## config.mk

```make
export PLATFORM = sky130hd
export DESIGN_NAME = pc_seq_flat
export DESIGN_NICKNAME = d
export VERILOG_FILES = /design/src/rtl/rv_pkg.sv /design/src/rtl/pc_seq_if.sv /design/src/rtl/pc_seq.sv /design/src/flat_wrapper.sv
export SDC_FILE = /design/constraint.sdc
export NUM_CORES = 1
export LEC_CHECK = 0
export BUFFER_PORTS_ARGS = -buffer_cell sky130_fd_sc_hd__buf_2
export CAP_MARGIN = 20
export CORE_MARGIN = 2
export CORE_UTILIZATION = 55
export DETAILED_ROUTE_END_ITERATION = 6
export GPL_TIMING_DRIVEN = 0
export PLACE_DENSITY = 0.87
export REMOVE_ABC_BUFFERS = 1
export SLEW_MARGIN = 20
export SYNTH_ARGS = -nofsm -noshare
export SYNTH_HDL_FRONTEND = slang
export SYNTH_SLANG_ARGS = --single-unit
```

## constraint.sdc

```tcl
create_clock -name clk -period 4.2 [get_ports clk]
set_input_delay 0.21 -clock clk [delete_from_list [all_inputs] [get_ports clk]]
set_output_delay 0.21 -clock clk [all_outputs]
set_load 0.005 [all_outputs]
```

## src/rtl/rv_pkg.sv

```systemverilog
// rv_pkg -- shared encodings for the PC sequencer.
//   br_kind_e  : branch request kind (cond / jal / jalr / reserved)
//   FU3_*      : conditional-branch condition codes seen on br_fu3/cmp_fu3
//   pc_state_e : sequencer FSM state, also exported on the debug port
//   fu3_is_illegal() : true for the two condition codes with no branch meaning
package rv_pkg;

  typedef enum logic [1:0] {
    KIND_COND = 2'b00,
    KIND_JAL  = 2'b01,
    KIND_JALR = 2'b10,
    KIND_RSV  = 2'b11
  } br_kind_e;

  localparam logic [2:0] FU3_BEQ  = 3'b000;
  localparam logic [2:0] FU3_BNE  = 3'b001;
  localparam logic [2:0] FU3_BLT  = 3'b100;
  localparam logic [2:0] FU3_BGE  = 3'b101;
  localparam logic [2:0] FU3_BLTU = 3'b110;
  localparam logic [2:0] FU3_BGEU = 3'b111;

  typedef enum logic [1:0] {
    ST_IDLE     = 2'd0,
    ST_EVAL     = 2'd1,
    ST_REDIRECT = 2'd2
  } pc_state_e;

  // 010 and 011 fall in the gap between BNE and BLT.
  function automatic logic fu3_is_illegal(input logic [2:0] fu3);
    return (fu3 == 3'b010) || (fu3 == 3'b011);
  endfunction

endpackage

```

## src/rtl/pc_seq_if.sv

```systemverilog
// pc_seq_if -- branch request channel into the PC sequencer.
//   br_valid/br_ready : request handshake
//   br_kind, br_fu3   : branch kind and condition code
//   br_pc             : address of the branch instruction
//   br_op1, br_op2    : register operands
//   br_imm            : sign-extended offset
// Handshake: a request transfers on a rising clock edge where br_valid and
// br_ready are both high. br_ready depends only on sequencer state and stall,
// never on br_valid, so the requester may wait for it before raising valid or
// hold valid high; payload must be stable while br_valid is high.
interface pc_seq_if;
  import rv_pkg::*;

  logic        br_valid;
  logic        br_ready;
  br_kind_e    br_kind;
  logic [2:0]  br_fu3;
  logic [31:0] br_pc;
  logic [31:0] br_op1;
  logic [31:0] br_op2;
  logic [31:0] br_imm;

  modport master (
    output br_valid, br_kind, br_fu3, br_pc, br_op1, br_op2, br_imm,
    input  br_ready
  );

  modport slave (
    input  br_valid, br_kind, br_fu3, br_pc, br_op1, br_op2, br_imm,
    output br_ready
  );

endinterface

```

## src/rtl/pc_seq.sv

```systemverilog
// pc_seq -- fetch PC sequencer with a three-step branch resolver.
// Ports:
//   clk, rst_n          : clock, asynchronous active-low reset
//   stall               : freezes state, pc and captured registers
//   br (slave)          : branch request channel (see pc_seq_if)
//   cmp_en/fu3/op1/op2  : request to the external comparator, live in EVAL
//   cmp_re              : combinational comparator result
//   pc                  : current fetch PC
//   flush               : one-cycle pulse when a taken branch redirects
//   link                : br_pc+4 of the last taken jal/jalr
//   misalign, illegal   : one-cycle error pulses
//   taken_cnt           : saturating count of redirects
//   dbg_state_o         : current FSM state
// Flow: IDLE accepts a request and captures it (pc holds), EVAL asks the
// comparator and decides, REDIRECT loads the target (or the trap vector).
module pc_seq
  import rv_pkg::*;
#(
  parameter logic [31:0] RESET_PC = 32'h0000_0000,
  parameter logic [31:0] TRAP_PC  = 32'h0000_0100
) (
  input  logic        clk,
  input  logic        rst_n,
  input  logic        stall,
  pc_seq_if.slave     br,
  output logic        cmp_en,
  output logic [2:0]  cmp_fu3,
  output logic [31:0] cmp_op1,
  output logic [31:0] cmp_op2,
  input  logic        cmp_re,
  output logic [31:0] pc,
  output logic        flush,
  output logic [31:0] link,
  output logic        misalign,
  output logic        illegal,
  output logic [15:0] taken_cnt,
  output pc_state_e   dbg_state_o
);

  pc_state_e   state_q, state_d;
  br_kind_e    kind_q, kind_d;
  logic [2:0]  fu3_q, fu3_d;
  logic [31:0] cap_pc_q, cap_pc_d;
  logic [31:0] op1_q, op1_d;
  logic [31:0] op2_q, op2_d;
  logic [31:0] imm_q, imm_d;
  logic [31:0] target_q, target_d;
  logic [31:0] pc_q, pc_d;
  logic [31:0] link_q, link_d;
  logic [15:0] cnt_q, cnt_d;

  logic        eval_taken;
  logic        eval_illegal;
  logic [31:0] eval_target;
  logic [31:0] jalr_sum;

  // ---------------------------------------------------------------------
  // Branch decision, meaningful only while in EVAL.
  // ---------------------------------------------------------------------
  assign jalr_sum = op1_q + imm_q;

  always_comb begin
    eval_taken   = 1'b0;
    eval_illegal = 1'b0;
    case (kind_q)
      KIND_COND: begin
        if (fu3_is_illegal(fu3_q)) eval_illegal = 1'b1;
        else                       eval_taken   = cmp_re;
      end
      KIND_JAL,
      KIND_JALR: eval_taken = 1'b1;
      default:   eval_illegal = 1'b1;
    endcase
    // jalr drops bit 0 of the sum; bit 1 is left for the misalign check.
    if (kind_q == KIND_JALR) eval_target = {jalr_sum[31:1], 1'b0};
    else                     eval_target = cap_pc_q + imm_q;
  end

  // ---------------------------------------------------------------------
  // FSM: state register
  // ---------------------------------------------------------------------
  always_ff @(posedge clk or negedge rst_n) begin
    if (!rst_n) state_q <= ST_IDLE;
    else        state_q <= state_d;
  end

  // ---------------------------------------------------------------------
  // FSM: next state
  // ---------------------------------------------------------------------
  always_comb begin
    state_d = state_q;
    if (!stall) begin
      case (state_q)
        ST_IDLE:     if (br.br_valid) state_d = ST_EVAL;
        ST_EVAL:     state_d = eval_taken ? ST_REDIRECT : ST_IDLE;
        ST_REDIRECT: state_d = ST_IDLE;
        default:     state_d = ST_IDLE;
      endcase
    end
  end

  // ---------------------------------------------------------------------
  // FSM: outputs. Pulses are gated by stall; the comparator request stays
  // up for the whole EVAL residency so a stalled EVAL keeps it asserted.
  // ---------------------------------------------------------------------
  always_comb begin
    br.br_ready = 1'b0;
    cmp_en      = 1'b0;
    cmp_fu3     = 3'b000;
    cmp_op1     = 32'h0;
    cmp_op2     = 32'h0;
    flush       = 1'b0;
    misalign    = 1'b0;
    illegal     = 1'b0;
    case (state_q)
      ST_IDLE: br.br_ready = !stall;
      ST_EVAL: begin
        cmp_en  = 1'b1;
        cmp_fu3 = fu3_q;
        cmp_op1 = op1_q;
        cmp_op2 = op2_q;
        illegal = !stall && eval_illegal;
      end
      ST_REDIRECT: begin
        flush    = !stall;
        misalign = !stall && (target_q[1:0] != 2'b00);
      end
      default: ;
    endcase
  end

  // ---------------------------------------------------------------------
  // Datapath next state
  // ---------------------------------------------------------------------
  always_comb begin
    kind_d   = kind_q;
    fu3_d    = fu3_q;
    cap_pc_d = cap_pc_q;
    op1_d    = op1_q;
    op2_d    = op2_q;
    imm_d    = imm_q;
    target_d = target_q;
    pc_d     = pc_q;
    link_d   = link_q;
    cnt_d    = cnt_q;
    if (!stall) begin
      case (state_q)
        ST_IDLE: begin
          if (br.br_valid) begin
            // Accepting cycle: capture everything, the fetch PC holds.
            kind_d   = br.br_kind;
            fu3_d    = br.br_fu3;
            cap_pc_d = br.br_pc;
            op1_d    = br.br_op1;
            op2_d    = br.br_op2;
            imm_d    = br.br_imm;
          end else begin
            pc_d = pc_q + 32'd4;
          end
        end
        ST_EVAL: begin
          if (eval_taken) begin
            target_d = eval_target;
            if (kind_q != KIND_COND) link_d = cap_pc_q + 32'd4;
          end else begin
            pc_d = cap_pc_q + 32'd4;
          end
        end
        ST_REDIRECT: begin
          pc_d = (target_q[1:0] == 2'b00) ? target_q : TRAP_PC;
          if (cnt_q != 16'hFFFF) cnt_d = cnt_q + 16'd1;
        end
        default: ;
      endcase
    end
  end

  always_ff @(posedge clk or negedge rst_n) begin
    if (!rst_n) begin
      kind_q   <= KIND_COND;
      fu3_q    <= 3'b000;
      cap_pc_q <= 32'h0;
      op1_q    <= 32'h0;
      op2_q    <= 32'h0;
      imm_q    <= 32'h0;
      target_q <= 32'h0;
      pc_q     <= RESET_PC;
      link_q   <= 32'h0;
      cnt_q    <= 16'h0;
    end else begin
      kind_q   <= kind_d;
      fu3_q    <= fu3_d;
      cap_pc_q <= cap_pc_d;
      op1_q    <= op1_d;
      op2_q    <= op2_d;
      imm_q    <= imm_d;
      target_q <= target_d;
      pc_q     <= pc_d;
      link_q   <= link_d;
      cnt_q    <= cnt_d;
    end
  end

  assign pc          = pc_q;
  assign link        = link_q;
  assign taken_cnt   = cnt_q;
  assign dbg_state_o = state_q;

endmodule

```

## src/flat_wrapper.sv

```systemverilog
// flat-port wrapper written by rule: the top's interface ports become plain ports
module pc_seq_flat import rv_pkg::*;
#(
  parameter logic [31:0] RESET_PC = 32'h0000_0000,
  parameter logic [31:0] TRAP_PC  = 32'h0000_0100
)
  (clk, rst_n, stall, cmp_en, cmp_fu3, cmp_op1, cmp_op2, cmp_re, pc, flush, link, misalign, illegal, taken_cnt, dbg_state_o, br_br_valid, br_br_kind, br_br_fu3, br_br_pc, br_br_op1, br_br_op2, br_br_imm, br_br_ready);
  pc_seq_if br_i ();
  input  logic clk;
  input  logic rst_n;
  input  logic stall;
  output logic cmp_en;
  output logic [2:0] cmp_fu3;
  output logic [31:0] cmp_op1;
  output logic [31:0] cmp_op2;
  input  logic cmp_re;
  output logic [31:0] pc;
  output logic flush;
  output logic [31:0] link;
  output logic misalign;
  output logic illegal;
  output logic [15:0] taken_cnt;
  output pc_state_e dbg_state_o;
  input wire logic [$bits(br_i.br_valid)-1:0] br_br_valid;
  input wire logic [$bits(br_i.br_kind)-1:0] br_br_kind;
  input wire logic [$bits(br_i.br_fu3)-1:0] br_br_fu3;
  input wire logic [$bits(br_i.br_pc)-1:0] br_br_pc;
  input wire logic [$bits(br_i.br_op1)-1:0] br_br_op1;
  input wire logic [$bits(br_i.br_op2)-1:0] br_br_op2;
  input wire logic [$bits(br_i.br_imm)-1:0] br_br_imm;
  output wire logic [$bits(br_i.br_ready)-1:0] br_br_ready;
  assign br_i.br_valid = br_br_valid;
  assign br_i.br_kind = br_br_kind;
  assign br_i.br_fu3 = br_br_fu3;
  assign br_i.br_pc = br_br_pc;
  assign br_i.br_op1 = br_br_op1;
  assign br_i.br_op2 = br_br_op2;
  assign br_i.br_imm = br_br_imm;
  assign br_br_ready = br_i.br_ready;
  pc_seq #(.RESET_PC(RESET_PC), .TRAP_PC(TRAP_PC)) u_core (.clk(clk), .rst_n(rst_n), .stall(stall), .br(br_i), .cmp_en(cmp_en), .cmp_fu3(cmp_fu3), .cmp_op1(cmp_op1), .cmp_op2(cmp_op2), .cmp_re(cmp_re), .pc(pc), .flush(flush), .link(link), .misalign(misalign), .illegal(illegal), .taken_cnt(taken_cnt), .dbg_state_o(dbg_state_o));
endmodule
```

# [After elaboration in Yosys (flattened, before gate mapping)]
# Index checks and enable logic that the tools add are counted.
[totals] reg_bits=247 inputBits=138 out_inout_bits=154 elab_cells=64
[classes] addsub=5 n_eq_ne=10 n_mux=20 bitwise_logic=1 n_reduce_logical=17
[op_table] op="$mux W32" count=6
[op_table] op="$pmux W32 S3" count=1
[op_table] op="$add A32 B3 Y32 const B" count=2
[op_table] op="$add A32 B32 Y32" count=2
[op_table] op="$add A16 B1 Y16 const B" count=1
[op_table] op="$ne A16 B16 Y1 const B" count=1
[op_table] op="$reduce_and A3 Y1" count=3
[op_table] op="$reduce_and A4 Y1" count=2
[op_table] op="$mux W1" count=7
[op_table] op="$eq A3 B2 Y1 const B" count=2
[op_table] op="$logic_not A2 Y1" count=3
[op_table] op="$ne A2 B2 Y1 const B" count=3
[op_table] op="$eq A2 B1 Y1 const B" count=2
[op_table] op="$eq A2 B2 Y1 const B" count=2
[op_table] op="$mux W2" count=2
[op_table] op="$pmux W1 S2" count=2
[op_table] op="$pmux W2 S2" count=1
[op_table] op="$reduce_bool A2 Y1" count=2
[op_table] op="$mux W3" count=1
[op_table] op="$reduce_bool A3 Y1" count=1
[op_table] op="$logic_and A1 B1 Y1" count=2
[op_table] op="$reduce_and A2 Y1" count=1
[op_table] op="$reduce_or A2 Y1" count=1
[op_table] op="$logic_not A1 Y1" count=1
[op_table] op="2 further kinds" count=2

# [Logic depth before layout (Yosys ltp)]
[logic_depth] ltp_word=6 ltp_mapped=11 depth_no_buf=11

# [Worst setup path before layout]
# OpenSTA, ideal clock, no wires.
[synth_path] path_type="register to register" from="register u_core.imm_q[0]" to="register u_core.target_q[28]" setup_ns=0.126 arrival_time_ns=2.835 required_ns=4.074 slack_ns=1.239 path_stages_with_launch=12 n_path_buf=0 period_less_slack_ns=2.961 path_cell_list="dfrtp_1 -> and2_1 -> fa_1 -> a21o_1 -> a221oi_2 -> a31oi_1 -> a31o_1 -> o31ai_2 -> o211ai_2 -> o41ai_4 -> mux2i_1 -> a221o_1"
[synth_between] elab_chain_cells=2 word_cells_on_any_way=3 cone_classes="add/sub: 2; mux: 1"
[synth_lines] item="start, declared" line="pc_seq.sv:46" source="logic [31:0] imm_q, imm_d;"
[synth_lines] item="start signal, assigned" line="pc_seq.sv:196" source="imm_q <= imm_d;"
[synth_lines] item="$add A32 B32 Y32, on equally long branches" line="pc_seq.sv:76, pc_seq.sv:60"
[synth_lines] item="$mux W32 (*)" line="pc_seq.sv:75" source="if (kind_q == KIND_JALR) eval_target = {jalr_sum[31:1], 1'b0};"
[synth_lines] item="end signal, assigned" line="pc_seq.sv:197" source="target_q <= target_d;"
[synth_lines] item="end, declared" line="pc_seq.sv:47" source="logic [31:0] target_q, target_d;"
# Every way passes the cells marked *; elsewhere a longest branch is shown, timed or not.
# A chain may end at the register's enable or synchronous reset.

# [Final worst setup path]
[layout_path] from="register u_core.kind_q[0]" to="register u_core.pc_q[30] (netlist: u_core.pc[30])"
[layout_between] elab_chain_cells=5 word_cells_on_any_way=7 cone_classes="eq/ne: 3; mux: 1; reduce/logical: 3"
[layout_lines] item="start, declared" line="pc_seq.sv:41" source="br_kind_e kind_q, kind_d;"
[layout_lines] item="start signal, assigned" line="pc_seq.sv:191" source="kind_q <= kind_d;"
[layout_lines] item="$eq A2 B1 Y1 / $eq A2 B2 Y1 (equally long branches)" line="pc_seq.sv:65" source="case (kind_q)"
[layout_lines] item="$reduce_or A2 Y1" line="pc_seq.sv:65"
[layout_lines] item="$pmux W1 S2 (*)" line="pc_seq.sv:65"
[layout_lines] item="$ne A2 B2 Y1 (no line) (*)"
[layout_lines] item="$reduce_and A4 Y1 (no line) (*)"
[layout_lines] item="end signal, assigned" line="pc_seq.sv:198" source="pc_q <= pc_d;"
[layout_lines] item="end, declared" line="pc_seq.sv:48" source="logic [31:0] pc_q, pc_d;"
# Marked as above.

==> reports/metrics.csv <==
stage,metric,value,unit
drt,vias per inst,5.994,
power_and_ir_drop,Internal Power,9.315,mW
clock_tree,Num CTS Buffers,27,
placed_design,Placer Congestion,0.9243,
floorplan,Die ar.,27980,µm²
clock_tree,Clock Sinks,247,
timing,worst-margin pin slew,1058,ps
synthesis,sequential fraction of the synthesis area,0.4215,
critical_path,CP max FO,50,
status,outcome,"finished, violations left",
drt,DR iter-0 viols,1184,
finish,share of cells above drive strength 1,0.2622,
power_and_ir_drop,Reg power frac,0.275,
drt,Final Routed Wirelength,44690,µm
timing,Layout Skew,12.64,ps
timing,Rel. slew slack,0.2944,
synthesis,ranking of synthesized cells by area,"dfrtp_1, mux2_2, ha_1",
clock_tree,Worst-Skew Late Latency,540,ps
critical_path,origin of the critical flop-to-flop path,u_core.kind_q[0],
global_routing,first-pass GRT wire length,71370,µm
floorplan,std cell rows,59,
worst_hold_path,hold worst-path end,u_core.dbg_state_o[0],
finish,most frequent cells in the layout,"buf_2, dfrtp_1, nand2_1, mux2_2, dlygate4sd3_1",
synthesis,Post-Syn Area,14660,µm²
drt,# DRC,11,
timing,Setup WS post-layout,581.9,ps
timing,min Tclk post-route,3618,ps
global_routing,antenna violations before repair,6,
critical_path,CP Launch Type,flop,
power_and_ir_drop,Logic pwr share,0.581,
power_and_ir_drop,Leakage,8.781,nW
critical_path,Worst R2R End,u_core.pc[30],
timing,Max Clock Freq,0.2764,GHz
floorplan,Starting Density,0.5611,
worst_hold_path,class of the worst hold path,primary input to flop,
critical_path,Worst EP arrival,4070,ps
placed_design,post-placement cell area,16570,µm²
run,max-cap violation count,0,
placed_design,Place WS,712.6,ps
floorplan,io pins,292,
finish,area delta synth->final,28.48,%
drt,1st-pass router iterations,7,
synthesis,syn_area_per_cell,9.704,µm²
drt,Max Used Layer,met4,
timing,count of final setup violators,0,
power_and_ir_drop,total power,17.17,mW
finish,Final Util,0.7209,
placed_design,placed insts,2081,
synthesis,ys async rst share,1.000,
synthesis,Synth cell types,66,
finish,fin area,18840,µm²
critical_path,Worst Setup SP,u_core.kind_q[0],
clock_tree,Clock Pin Slew Worst Setup and Hold Paths,60,ps
timing,Tcrit/Tclk final,0.8615,
global_routing,largest net degree at the start of global routing,100,
power_and_ir_drop,Net Sw Frac,0.4575,
synthesis,Synth Register Bits,247,
synthesis,area fraction of the dominant cell type after synthesis,0.4215,
synthesis,Gate Count Post-Synth,1511,
synthesis,"EDFF count, synth",0,
critical_path,R2R Setup Slk,580,ps
power_and_ir_drop,Clock Power Share,0.144,
critical_path,worst endpoint required time,4650,ps
floorplan,Die X,167.3,µm
floorplan,Core ar.,26130,µm²
synthesis,Most used DFF post-synth,dfrtp_1,
power_and_ir_drop,Cell Pwr Density,911.5,nW/µm²
critical_path,Reg2Reg Depth,10,
critical_path,CP Capture Type,flop,
timing,Final Hold Viols,0,
drt,metal3 WL,3633,µm
placed_design,Port Buffers,291,
worst_hold_path,Hold Path Cell Cnt,2,
timing,Slew Limit Fails,0,
power_and_ir_drop,VDD IR max,0.4167,mV
power_and_ir_drop,switching power,7.855,mW
timing,RSZ-0062 raised after global routing,no,
drt,met2 wire length,21110,µm
status,violated checks,DRC,
global_routing,Global Route Usage Sum,0.3146,
worst_hold_path,hold path start,stall,
synthesis,Ys Warns,0,
drt,via count,13610,
clock_tree,H-tree levels,1,
clock_tree,TritonCTS clock tree,built,
clock_tree,CTS Root Cell,clkbuf_16,
clock_tree,Clock Tree Buf Depth,3,
synthesis,"area leader, netlist",dfrtp_1,
drt,M1 WL,17850,µm
finish,non-filler instance count after layout,2271,
critical_path,Setup CP Type,flop to flop,
floorplan,Die Y,167.3,µm
global_routing,vias in the first global route,13570,
finish,"Net count, final",2120,
drt,post-route ant nets,0,
global_routing,grt total ovfl,0,
placed_design,DP Wirelength,28920,µm
finish,"commonest non-fill, non-tap cell in the layout",buf_2,
drt,routed len/inst,19.68,µm
[worst max-delay path: stages, from the launching register on]
cell and delay [ps]:
dfrtp_1 380, inv_1 110, ha_1 360, a31oi_1 290, nor3_1 190, a2111o_2 590
buf_12 240, nor4_1 740, a21oi_1 150, a311o_1 350, o2111ai_1 100
[layout make-up]
cell class                 count  area (µm²)
tap                          335       419.2
antenna                        6       15.01
inverter                      32       120.1
timing repair buffer         436        3042
clock inverter                17       195.2
multi-input combinational   1165        8148
fill                        1793        7295
sequential                   247        6181
clock buffer                  33       718.2
[state kept, by name, summed over array words and instances (netlist names), 3 cells and up]
name	cells
u_core.cap_pc_q	32
u_core.imm_q	32
u_core.link	32
u_core.op1_q	32
u_core.op2_q	32
u_core.pc	32
u_core.target_q	32
u_core.taken_cnt	16
u_core.fu3_q	3
[cell families (layout without fill, tap and decap cells)]
family / count (synthesis) / count (layout) / share of synthesized area
XOR/XNOR: 97 / 97 / 0.05794
multiplexers: 156 / 156 / 0.1183
AO/OA/AOI/OAI: 352 / 352 / 0.1545
flip-flops: 247 / 247 / 0.4215
adder cells (fa/ha/maj): 73 / 73 / 0.06332
AND/OR/NAND/NOR: 487 / 487 / 0.1591
other: 0 / 6 / 0
buffers and inverters: 99 / 518 / 0.02534
[worst max path at each step]
stage / depth (start not counted) / to / slack, ps
global route: 10 / u_core.pc[30] / 410
global placement: 1 / u_core.imm_q[30] / -1390
detailed placement: 10 / u_core.pc[30] / 710
floorplan: 4 / u_core.cap_pc_q[0] / 40
finish: 10 / u_core.pc[30] / 580
CTS: 10 / u_core.pc[30] / 710
[cells in the mapped netlist, types with 3 or more instances]
| cell type | instances |
|---|---|
| a221o_1 | 4 |
| o21a_1 | 8 |
| ha_1 | 71 |
| nor2_1 | 95 |
| nor4_1 | 5 |
| nand3b_1 | 3 |
| a21oi_1 | 97 |
| nand4_1 | 12 |
| mux2i_1 | 18 |
| a221oi_1 | 3 |
| xnor2_1 | 64 |
| nand3_1 | 43 |
| or2_2 | 3 |
| nor2b_1 | 8 |
| o31ai_1 | 5 |
| and3_1 | 18 |
| o221ai_1 | 16 |
| and2_1 | 76 |
| xor2_1 | 33 |
| a31o_2 | 4 |
| o21ai_0 | 98 |
| nand2b_1 | 10 |
| mux2_2 | 138 |
| clkbuf_1 | 58 |
| or3_1 | 7 |
| o211ai_1 | 14 |
| a31oi_1 | 16 |
| nand2_1 | 166 |
| dfrtp_1 | 247 |
| o21bai_1 | 8 |
| a211oi_1 | 14 |
| o2111ai_1 | 4 |
| inv_1 | 32 |
| buf_1 | 9 |
| and4_1 | 8 |
| nor3_1 | 29 |
| o22ai_1 | 3 |
| a211o_1 | 4 |
| a21o_1 | 25 |
[timing repair]
action	CTS	global route
endpoints found under the hold margin	222	0
resized for setup	0	0
hold buffers	134	0
setup buffers	0	0
[stage by stage]
stage	hold slack [ps]	TNS, ps
floorplan	-85.59	0
global placement	440.4	-535530
detailed placement	274.4	0
CTS	54.78	0
global route	69.39	0
finish	67.09	0
[per-layer routing]
| metal | vias up | GRT usage |
|---|---|---|
| met3 | 187 | 0.05720 |
| met4 | 0 | 0.1433 |
| met5 | - | 0 |
| met2 | 689 | 0.5234 |
| met1 | 6498 | 0.4023 |
| li1 | 6238 | - |
[power by group through the flow]
stage                     registers (mW)  logic (mW)  clock network (mW)
final                               4.72        9.98                2.47
after global routing                4.83        10.9                2.60
after CTS                           4.62        9.50                2.48
after detailed placement            4.65        9.32                   0
after global placement              4.56        8.99                   0
after floorplan                     4.25        6.82                   0
(Power assumes the default switching activity.)
